$ cat config.mk
export PLATFORM = sky130hd
export DESIGN_NAME = line_seq_ctrl
export DESIGN_NICKNAME = d
export VERILOG_FILES = /design/src/rtl/line_seq_ctrl_pkg.sv /design/src/rtl/sum_serializer.sv /design/src/rtl/line_seq_ctrl.sv
export SDC_FILE = /design/constraint.sdc
export NUM_CORES = 1
export LEC_CHECK = 0
export CORE_MARGIN = 2
export CORE_UTILIZATION = 53
export CTS_CLUSTER_SIZE = 40
export DETAILED_ROUTE_END_ITERATION = 16
export PLACE_DENSITY = 0.8
export SYNTH_ARGS = -nofsm -noshare
export SYNTH_HDL_FRONTEND = slang
export SYNTH_HIERARCHICAL = 1
export SYNTH_SLANG_ARGS = --single-unit
$ cat constraint.sdc
create_clock -name sysclk -period 4.3 [get_ports sysclk]
set_input_delay 0.43 -clock sysclk [delete_from_list [all_inputs] [get_ports sysclk]]
set_output_delay 0.43 -clock sysclk [all_outputs]
set_load 0.02 [all_outputs]
$ cat src/rtl/line_seq_ctrl_pkg.sv
// Shared types and constants for the line sequencer: state encodings,
// header layout and field widths.
package line_seq_ctrl_pkg;

  localparam int         LINE_BYTES_DEF = 50;
  localparam logic [7:0] MARKER_DEF     = 8'hAA;
  localparam int         GAP_CYCLES_DEF = 100;
  localparam int         SUM_W_DEF      = 64;

  localparam int LEN_W     = 8;   // line_len / payload byte counter
  localparam int CNT_W     = 12;  // lines per job
  localparam int HDR_BYTES = 4;

  // header byte offsets
  localparam logic [1:0] HDR_MARK   = 2'd0;
  localparam logic [1:0] HDR_LEN    = 2'd1;
  localparam logic [1:0] HDR_CNT_HI = 2'd2;
  localparam logic [1:0] HDR_CNT_LO = 2'd3;

  // top-level sequencer; ST_SEND covers the whole serializer run
  typedef enum logic [2:0] {
    ST_HDR, ST_LOAD, ST_ISSUE, ST_WAITV, ST_SEND, ST_GAP
  } seq_state_e;

  // byte engine inside sum_serializer
  typedef enum logic [1:0] {
    SER_IDLE, SER_SEND, SER_PULSE, SER_HOLD
  } ser_state_e;

  function automatic logic len_ok(input logic [LEN_W-1:0] len, input int max_len);
    return (len != '0) && (int'(len) <= max_len);
  endfunction

endpackage

$ cat src/rtl/sum_serializer.sv
// Sends a latched SUM_W-bit value MSB byte first through a ready/strobe
// transmitter; one-cycle done pulse once the last byte has been taken.
module sum_serializer
  import line_seq_ctrl_pkg::*;
#(
  parameter int SUM_W = SUM_W_DEF
) (
  input  logic             clk,
  input  logic             rst_n,
  input  logic             start,
  input  logic [SUM_W-1:0] sum,
  input  logic             tx_ready,
  output logic [7:0]       tx_data,
  output logic             tx_xmit,
  output logic             done
);

  localparam int NB    = SUM_W / 8;
  localparam int IDX_W = $clog2(NB);

  ser_state_e       state, state_nxt;
  logic [SUM_W-1:0] shreg;
  logic [IDX_W-1:0] idx;
  logic             last;

  assign last = (idx == IDX_W'(NB - 1));

  always_ff @(posedge clk or negedge rst_n)
    if (!rst_n) state <= SER_IDLE;
    else        state <= state_nxt;

  always_comb begin
    state_nxt = state;
    done      = 1'b0;
    case (state)
      SER_IDLE:  if (start) state_nxt = SER_SEND;
      SER_SEND:  if (tx_ready) state_nxt = SER_PULSE;
      SER_PULSE: state_nxt = SER_HOLD;
      // the transmitter must show busy before the next byte is offered
      SER_HOLD: if (!tx_ready) begin
        state_nxt = last ? SER_IDLE : SER_SEND;
        done      = last;
      end
      default: state_nxt = SER_IDLE;
    endcase
  end

  always_ff @(posedge clk or negedge rst_n)
    if (!rst_n) begin
      shreg   <= '0;
      idx     <= '0;
      tx_data <= '0;
      tx_xmit <= 1'b0;
    end else begin
      tx_xmit <= 1'b0;
      case (state)
        SER_IDLE: if (start) begin
          shreg <= sum;
          idx   <= '0;
        end
        SER_SEND: if (tx_ready) begin
          tx_data <= shreg[SUM_W-1 -: 8];
          shreg   <= shreg << 8;
          tx_xmit <= 1'b1;
        end
        SER_HOLD: if (!tx_ready && !last) idx <= idx + IDX_W'(1);
        default: ;
      endcase
    end

endmodule

$ cat src/rtl/line_seq_ctrl.sv
// Job sequencer: parses the header, assembles BCD lines for the digit engine,
// accumulates per-line results and streams the sum back out.
module line_seq_ctrl
  import line_seq_ctrl_pkg::*;
#(
  parameter int         LINE_BYTES = LINE_BYTES_DEF,
  parameter logic [7:0] MARKER     = MARKER_DEF,
  parameter int         GAP_CYCLES = GAP_CYCLES_DEF,
  parameter int         SUM_W      = SUM_W_DEF
) (
  input  logic                    sysclk,
  input  logic                    rst_n,
  input  logic [7:0]              rx_data,
  input  logic                    rx_recd,
  input  logic                    rx_par_ok,
  output logic                    rx_clr,
  output logic [8*LINE_BYTES-1:0] line_data,
  output logic [7:0]              line_len,
  output logic [3:0]              n_digits,
  output logic                    line_valid,
  input  logic                    line_ready,
  input  logic [SUM_W-1:0]        val_data,
  input  logic                    val_valid,
  output logic [7:0]              tx_data,
  output logic                    tx_xmit,
  input  logic                    tx_ready,
  output logic                    busy,
  output logic                    err
);

  localparam int LD_W  = 8 * LINE_BYTES;
  localparam int GAP_W = $clog2(GAP_CYCLES + 1);

  seq_state_e       state, state_nxt;
  logic [1:0]       hdr_idx;
  logic [LEN_W-1:0] byte_cnt;
  logic [CNT_W-1:0] count, hdr_count, count_dec;
  logic [SUM_W-1:0] sum;
  logic [GAP_W-1:0] gap_cnt;

  logic rx_state, consume, stray, marker_ok, hdr_done, hdr_bad;
  logic load_done, val_take, gap_done, err_set;
  logic ser_start, ser_go, ser_done;

  assign rx_state  = (state == ST_HDR) || (state == ST_LOAD);
  // rx_clr high means the previous byte is still being acknowledged
  assign consume   = rx_recd && !rx_clr && rx_state;
  assign stray     = rx_recd && !rx_state;
  assign marker_ok = consume && (state == ST_HDR) && (hdr_idx == HDR_MARK) && (rx_data == MARKER);
  assign hdr_count = {count[CNT_W-1:4], rx_data[7:4]};
  assign hdr_done  = consume && (state == ST_HDR) && (hdr_idx == HDR_CNT_LO);
  assign hdr_bad   = !len_ok(line_len, LINE_BYTES);
  assign load_done = consume && (state == ST_LOAD) && (byte_cnt + LEN_W'(1) == line_len);
  assign val_take  = val_valid && (state == ST_WAITV);
  assign count_dec = count - CNT_W'(1);
  assign gap_done  = (gap_cnt == GAP_W'(GAP_CYCLES - 1));
  assign err_set   = stray || (consume && !rx_par_ok) || (hdr_done && hdr_bad);
  assign busy      = (state != ST_HDR);

  always_ff @(posedge sysclk or negedge rst_n)
    if (!rst_n) state <= ST_HDR;
    else        state <= state_nxt;

  always_comb begin
    state_nxt = state;
    ser_start = 1'b0;
    case (state)
      ST_HDR: if (hdr_done && !hdr_bad) begin
        if (hdr_count == '0) begin
          state_nxt = ST_SEND;
          ser_start = 1'b1;
        end else begin
          state_nxt = ST_LOAD;
        end
      end
      ST_LOAD:  if (load_done) state_nxt = ST_ISSUE;
      ST_ISSUE: if (line_ready) state_nxt = ST_WAITV;
      ST_WAITV: if (val_take) begin
        if (count_dec == '0) begin
          state_nxt = ST_SEND;
          ser_start = 1'b1;
        end else begin
          state_nxt = ST_LOAD;
        end
      end
      ST_SEND: if (ser_done) state_nxt = ST_GAP;
      ST_GAP:  if (gap_done) state_nxt = ST_HDR;
      default: state_nxt = ST_HDR;
    endcase
  end

  always_ff @(posedge sysclk or negedge rst_n)
    if (!rst_n) begin
      hdr_idx    <= HDR_MARK;
      byte_cnt   <= '0;
      count      <= '0;
      sum        <= '0;
      gap_cnt    <= '0;
      ser_go     <= 1'b0;
      rx_clr     <= 1'b0;
      line_data  <= '0;
      line_len   <= '0;
      n_digits   <= '0;
      line_valid <= 1'b0;
      err        <= 1'b0;
    end else begin
      rx_clr <= consume;
      // start is delayed a cycle so the serializer latches the final sum
      ser_go <= ser_start;
      err    <= err_set || (err && !marker_ok);

      if (consume && state == ST_HDR) begin
        case (hdr_idx)
          HDR_MARK: if (rx_data == MARKER) hdr_idx <= HDR_LEN;
          HDR_LEN: begin
            line_len <= rx_data;
            hdr_idx  <= HDR_CNT_HI;
          end
          HDR_CNT_HI: begin
            count[CNT_W-1:4] <= rx_data;
            hdr_idx          <= HDR_CNT_LO;
          end
          default: begin
            count    <= hdr_count;
            n_digits <= rx_data[3:0];
            hdr_idx  <= HDR_MARK;
            if (!hdr_bad && hdr_count != '0) begin
              line_data <= '0;
              byte_cnt  <= '0;
            end
          end
        endcase
      end

      if (consume && state == ST_LOAD) begin
        line_data <= {line_data[LD_W-9:0], rx_data};
        byte_cnt  <= byte_cnt + LEN_W'(1);
        if (load_done) line_valid <= 1'b1;
      end

      if (state == ST_ISSUE && line_ready) line_valid <= 1'b0;

      if (val_take) begin
        sum   <= sum + val_data;
        count <= count_dec;
        if (count_dec != '0) begin
          line_data <= '0;
          byte_cnt  <= '0;
        end
      end

      if (state == ST_GAP) begin
        gap_cnt <= gap_done ? '0 : gap_cnt + GAP_W'(1);
        if (gap_done) sum <= '0;
      end
    end

  sum_serializer #(.SUM_W(SUM_W)) u_ser (
    .clk      (sysclk),
    .rst_n    (rst_n),
    .start    (ser_go),
    .sum      (sum),
    .tx_ready (tx_ready),
    .tx_data  (tx_data),
    .tx_xmit  (tx_xmit),
    .done     (ser_done)
  );

endmodule
==> impl_metrics.json <==
{
  "synth_fp_nets": 2896,
  "end_kind": "flip-flop",
  "die_width_um": 234,
  "cts-buffers-inserted": 59,
  "synth_cell_types": 72,
  "post-route-min-period_ps": 3570,
  "vias": 23600,
  "fp-row-count": 84,
  "synthFlopType": "dfrtp_1",
  "cts_tree": "yes",
  "synthToLayoutAreaGrowth_pct": 26.9,
  "drt-total-wl_um": 86100,
  "port-buffer-count": 503,
  "max_slew.worst_pin.slew_ps": 1160,
  "netlist_area_sq_um": 28000,
  "nets": 3298,
  "vias_per_cell": 6.07,
  "required_ps": 4800,
  "synth_seq_cells": 590,
  "setup_viol": 0,
  "fin_skew_ps": 38.5,
  "core_sq_um": 52400,
  "clock_latency_ps": 660,
  "globalRouteOverflowTotal": 0,
  "postSynth.asyncResetShare_pct": 100,
  "root_buffer": "clkbuf_16",
  "ff_latch_area_sq_um": 14800,
  "power.density_nw_per_um2": 638,
  "start_kind": "flip-flop",
  "antenna_found_initial": 4,
  "p_leak_uw": 0.0161,
  "layout_commonest_cell": "dfrtp_1",
  "grt_setup_unrepaired": "no",
  "cp_data_arrival_time_ps": 4070,
  "drive_gt1_share_pct": 9.01,
  "hpwl_um": 60000,
  "most-common-layout-cells": "dfrtp_1 (590), clkdlybuf4s50_1 (502), nor2_1 (488)",
  "grt_max_degree": 168,
  "r2r_slack_ps": 730,
  "postSynthAreaPerCell_sq_um": 10.2,
  "die_area_sq_um": 54700,
  "grt_pass1_wl_um": 134000,
  "relSlewSlack_pct": 22.7,
  "post_cts_resized": 0,
  "dr.pass1.iters": 8,
  "cts-htree-levels": 2,
  "first_global_vias": 23300,
  "fillers": 3921,
  "critical_path_class": "flip-flop to flip-flop",
  "finalHoldViolations": 0,
  "synthCells": 2737,
  "cts_buffer_depth": 3,
  "fmax_mhz": 280,
  "worst-path-max-fanout": 5,
  "multi_input_area_sq_um": 12100,
  "finalCritPeriodShare_pct": 83.0,
  "path_clk_slew_ps": 60,
  "post-cts-setup-buffers": 0,
  "peakVddDrop_v": 0.000415,
  "drv_cap": 0,
  "grtUsageTotal_pct": 31.2,
  "drv_slew": 0,
  "drtAntennaViolNets": 0,
  "io_pins": 504,
  "wl_per_cell_um": 22.2,
  "hold_buffers": 1,
  "synth_edf_count": 0,
  "status": "finished clean",
  "dieHeight_um": 234,
  "drtIter0Drc": 2465,
  "yosysSeqAreaShare_pct": 52.7,
  "drc": 0,
  "synth_warnings": 6,
  "gp_routability_congestion": 0.960,
  "p_total_uw": 22700,
  "cts_sinks": 590,
  "start_util_pct": 53.4,
  "finalSetupTns_ps": 0,
  "hold_path_class": "input port to async pin"
}
==> power breakdown <==
part	switching, uW	leakage (uW)	internal, uW	total, uW
clock network	2270	0.000973	3000	5270
logic	5650	0.00717	3890	9540
registers	1190	0.00795	6690	7880
total	9110	0.0161	13600	22700
==> cell type report <==
class | count | share of cell area, %
inverters | 43 | 0.454
clock inverters | 26 | 0.876
well taps | 688 | 2.42
multi-input cells | 1899 | 34.1
diodes | 4 | 0.0282
repair buffers | 546 | 15.9
flip-flops and latches | 590 | 41.5
clock buffers | 81 | 4.75
==> cells in the mapped netlist, types with 3 or more instances <==
master / instances / area [sq um]
a311oi_1: 4 / 35.0
mux2_2: 125 / 1410
or3_1: 5 / 31.3
xnor2_1: 45 / 394
o21ai_0: 81 / 405
o221ai_1: 3 / 26.3
nand3_1: 34 / 170
nand4_1: 20 / 125
inv_1: 43 / 161
nor3_1: 25 / 125
dfrtp_1: 590 / 14800
buf_6: 28 / 315
o21bai_1: 16 / 120
mux2i_1: 8 / 80.1
xor2_1: 29 / 254
clkbuf_1: 147 / 552
nand4b_1: 9 / 78.8
nor2_1: 489 / 1840
and3_1: 14 / 87.6
a211oi_1: 7 / 52.6
ha_1: 79 / 988
a22oi_1: 403 / 3030
a221oi_1: 5 / 43.8
mux2_1: 11 / 124
nor3b_1: 3 / 22.5
nand2b_1: 12 / 75.1
o21a_1: 6 / 45.0
nor2b_1: 10 / 62.6
or2_2: 3 / 18.8
nor4_1: 8 / 50.1
a31oi_1: 14 / 87.6
nand2_1: 183 / 687
a32o_1: 3 / 30.0
a21oi_1: 144 / 721
a21boi_0: 3 / 22.5
nand3b_1: 3 / 22.5
and2_1: 3 / 18.8
a21o_1: 29 / 218
o31ai_1: 14 / 105
o41ai_1: 3 / 26.3
o211ai_1: 11 / 82.6
buf_2: 28 / 140
o22ai_1: 3 / 18.8
==> through the flow <==
stage          hold WS, ps  std cells  worst slack (ps)  instance area, sq um  util (%)
2_1_floorplan          134       2737              1280                 28000         -
3_3_place_gp           467       3765               335                 33500      63.9
3_5_place_dp           474       3765               273                 33500      63.9
4_1_cts                435       3873               741                 35500      67.8
5_1_grt                473       3874               433                 35500      67.8
6_report               446       3877               733                 35600      67.8
==> worst max-delay path, stage by stage, from the launching register on <==
cell and delay [ps]:
dfrtp_1 410, ha_1 190, inv_1 50, fa_1 370
nand2b_1 190, a21oi_1 260, o21ai_0 190, a21oi_1 280
a41oi_1 310, nor2_1 270, o211ai_1 270, o41ai_1 390
xnor2_1 170, a21oi_1 90
==> kinds of logic (layout without fill, tap and decap cells) <==
kind of cell	count (synthesis)	count (layout)	share of synthesized area, %
XOR/XNOR	74	74	2.31
other	0	4	0
flip-flops	590	590	52.7
buffers and inverters	248	696	4.21
adder cells (fa/ha/maj)	80	80	3.60
AO/OA/AOI/OAI	771	771	18.9
AND/OR/NAND/NOR	830	830	12.5
multiplexers	144	144	5.75
==> final timing paths <==
path / start / to / depth (start not counted)
max in group asynchronous: rst_n / line_data[355] / 3
max reg2reg: sum[0] / sum[60] / 13
max: sum[0] / sum[60] / 13
min in group sysclk: rx_recd / err / 3
min reg2reg: u_ser/shreg[36] / u_ser/shreg[36] / 1
min: rst_n / line_data[240] / 2
==> sequential cells by signal, summed over array words and instances, names as in the netlist, 2 cells and up <==
name           flops
u_ser/idx          3
count             12
hdr_idx            2
state              3
sum               64
gap_cnt            7
u_ser/shreg       64
u_ser/tx_data      8
n_digits           4
u_ser/state        2
line_data        400
line_len           8
byte_cnt           8
==> routing by layer <==
| layer | track usage, % | vias to the layer above | part of all wire [%] |
|---|---|---|---|
| met2 | 50.1 | 951 | 48 |
| met3 | 8.84 | 202 | 8.6 |
| met4 | 11.7 | 0 | 4.0 |
| met1 | 40.3 | 11800 | 40 |
| met5 | 0 | - | 0 |
| li1 | - | 10600 | - |
(Power assumes the default switching activity.)
==> RTL change: new RTL, same flow settings <==
Put one more register stage on the output `err`. The value now appears one clock later. The other outputs are not delayed to match.
--- a/src/rtl/line_seq_ctrl.sv
+++ b/src/rtl/line_seq_ctrl.sv
@@ -30,6 +30,8 @@
 
   localparam int LD_W  = 8 * LINE_BYTES;
   localparam int GAP_W = $clog2(GAP_CYCLES + 1);
+
+  logic err_s0;
 
   seq_state_e       state, state_nxt;
   logic [1:0]       hdr_idx;
@@ -102,12 +104,12 @@
       line_len   <= '0;
       n_digits   <= '0;
       line_valid <= 1'b0;
-      err        <= 1'b0;
+      err_s0     <= 1'b0;
     end else begin
       rx_clr <= consume;
       // start is delayed a cycle so the serializer latches the final sum
       ser_go <= ser_start;
-      err    <= err_set || (err && !marker_ok);
+      err_s0 <= err_set || (err_s0 && !marker_ok);
 
       if (consume && state == ST_HDR) begin
         case (hdr_idx)
@@ -166,4 +168,8 @@
     .done     (ser_done)
   );
 
+  always_ff @(posedge sysclk) begin
+    err <= err_s0;
+  end
+
 endmodule
Function: not settled (the Yosys comparison gave no result); the edit may change what the design does.
==> RTL change against the unedited design <==
- synthesized cell count about the same
- via count increased by 0.40%
- design area about the same
- worst setup slack got worse by 0.041 ns
- sequential cell count increased by 1
- wire length increased by 1.0%
- total power increased by 1.5%
- critical path depth decreased by 2
- first-iteration DRC count decreased by 11%
- core utilization about the same
- clock power increased by 6.6%
- synthesized area about the same
- highest routed layer is now met5
==> RTL change: results (changes against the unedited design) <==
outcome=finished, final reports clean; gpl congestion=0.948 (-1.2%); cells after synthesis=2738 (+0.037%); WL/cell=22.4 um (+1.0%); fillers=3925 (+0.10%); worst r2r path cells=11 (-2); syn nets=2897 (+0.035%); met1 GRT Util=41.2% (+0.94 points); WL met2=41600 um (+0.78%); clk_lat worst skew=0.61 ns (-0.05 ns); largest net degree at the start of global routing=209 (+24%); Top Metal Used=met5; post-synthesis adder-cell area fraction=3.60% (about the same); initial drt markers=2187 (-11%); Final HPWL DP=59600 um (-0.61%); max incr delay on CP=0.61 ns (+0.20 ns); synth top area cells=dfrtp_1 53%, a22oi_1 11%, nor2_1 6.5%, mux2_2 5.0%, ha_1 3.5%; vias in the first global route=23066 (-0.99%); Arr. time, crit path=4.11 ns (+0.04 ns); Synth Area in XOR/XNOR=2.31% (about the same); met3 Use GR=8.97% (+0.13 points); RR Startpoint=sum[29]; async set-reset flop share out of synthesis=99.8% (-0.17 points); Seq/Total Area, Yosys=52.7% (about the same); H-tree lvl count=3 (+1); Worst-Margin Slew=1.01 ns (-0.147 ns); Reg-to-Reg End=sum[63]; TritonRoute pass-1 iters=7 (-1); clock buffer count from CTS=66 (+12%); Cell Area, Placed=33400 um^2 (-0.34%); first-pass GRT wire length=134000 um (about the same)
## RTL change: worst max path at each step
stage / startpoint / end / slack (ns) / depth (start not counted)
after floorplan: val_data[0] / sum[62] / 1.28 / 13
after global placement: val_data[0] / sum[60] / 0.39 / 14
after detailed placement: val_data[0] / sum[60] / 0.30 / 14
after CTS: sum[0] / sum[60] / 0.74 / 13
after global routing: sum[0] / sum[60] / 0.47 / 13
final: sum[29] / sum[63] / 0.69 / 11
## RTL change: layout make-up
type / instances / area [um^2] / area share, %
Antenna cell: 4 / 10.0 / 0.0281
Clock buffer: 97 / 1910 / 5.37
Multi-Input combinational cell: 1899 / 12100 / 34.1
Timing Repair Buffer: 540 / 5510 / 15.5
Sequential cell: 591 / 14800 / 41.6
Clock inverter: 15 / 225 / 0.633
Inverter: 43 / 161 / 0.454
Tap cell: 688 / 861 / 2.42
## RTL change: cells by family after synthesis
family,Yosys count
compound gates,771
fa+ha+maj,80
xor+xnor,74
flops,591
mux,144
buf+inv,248
simple gates,830
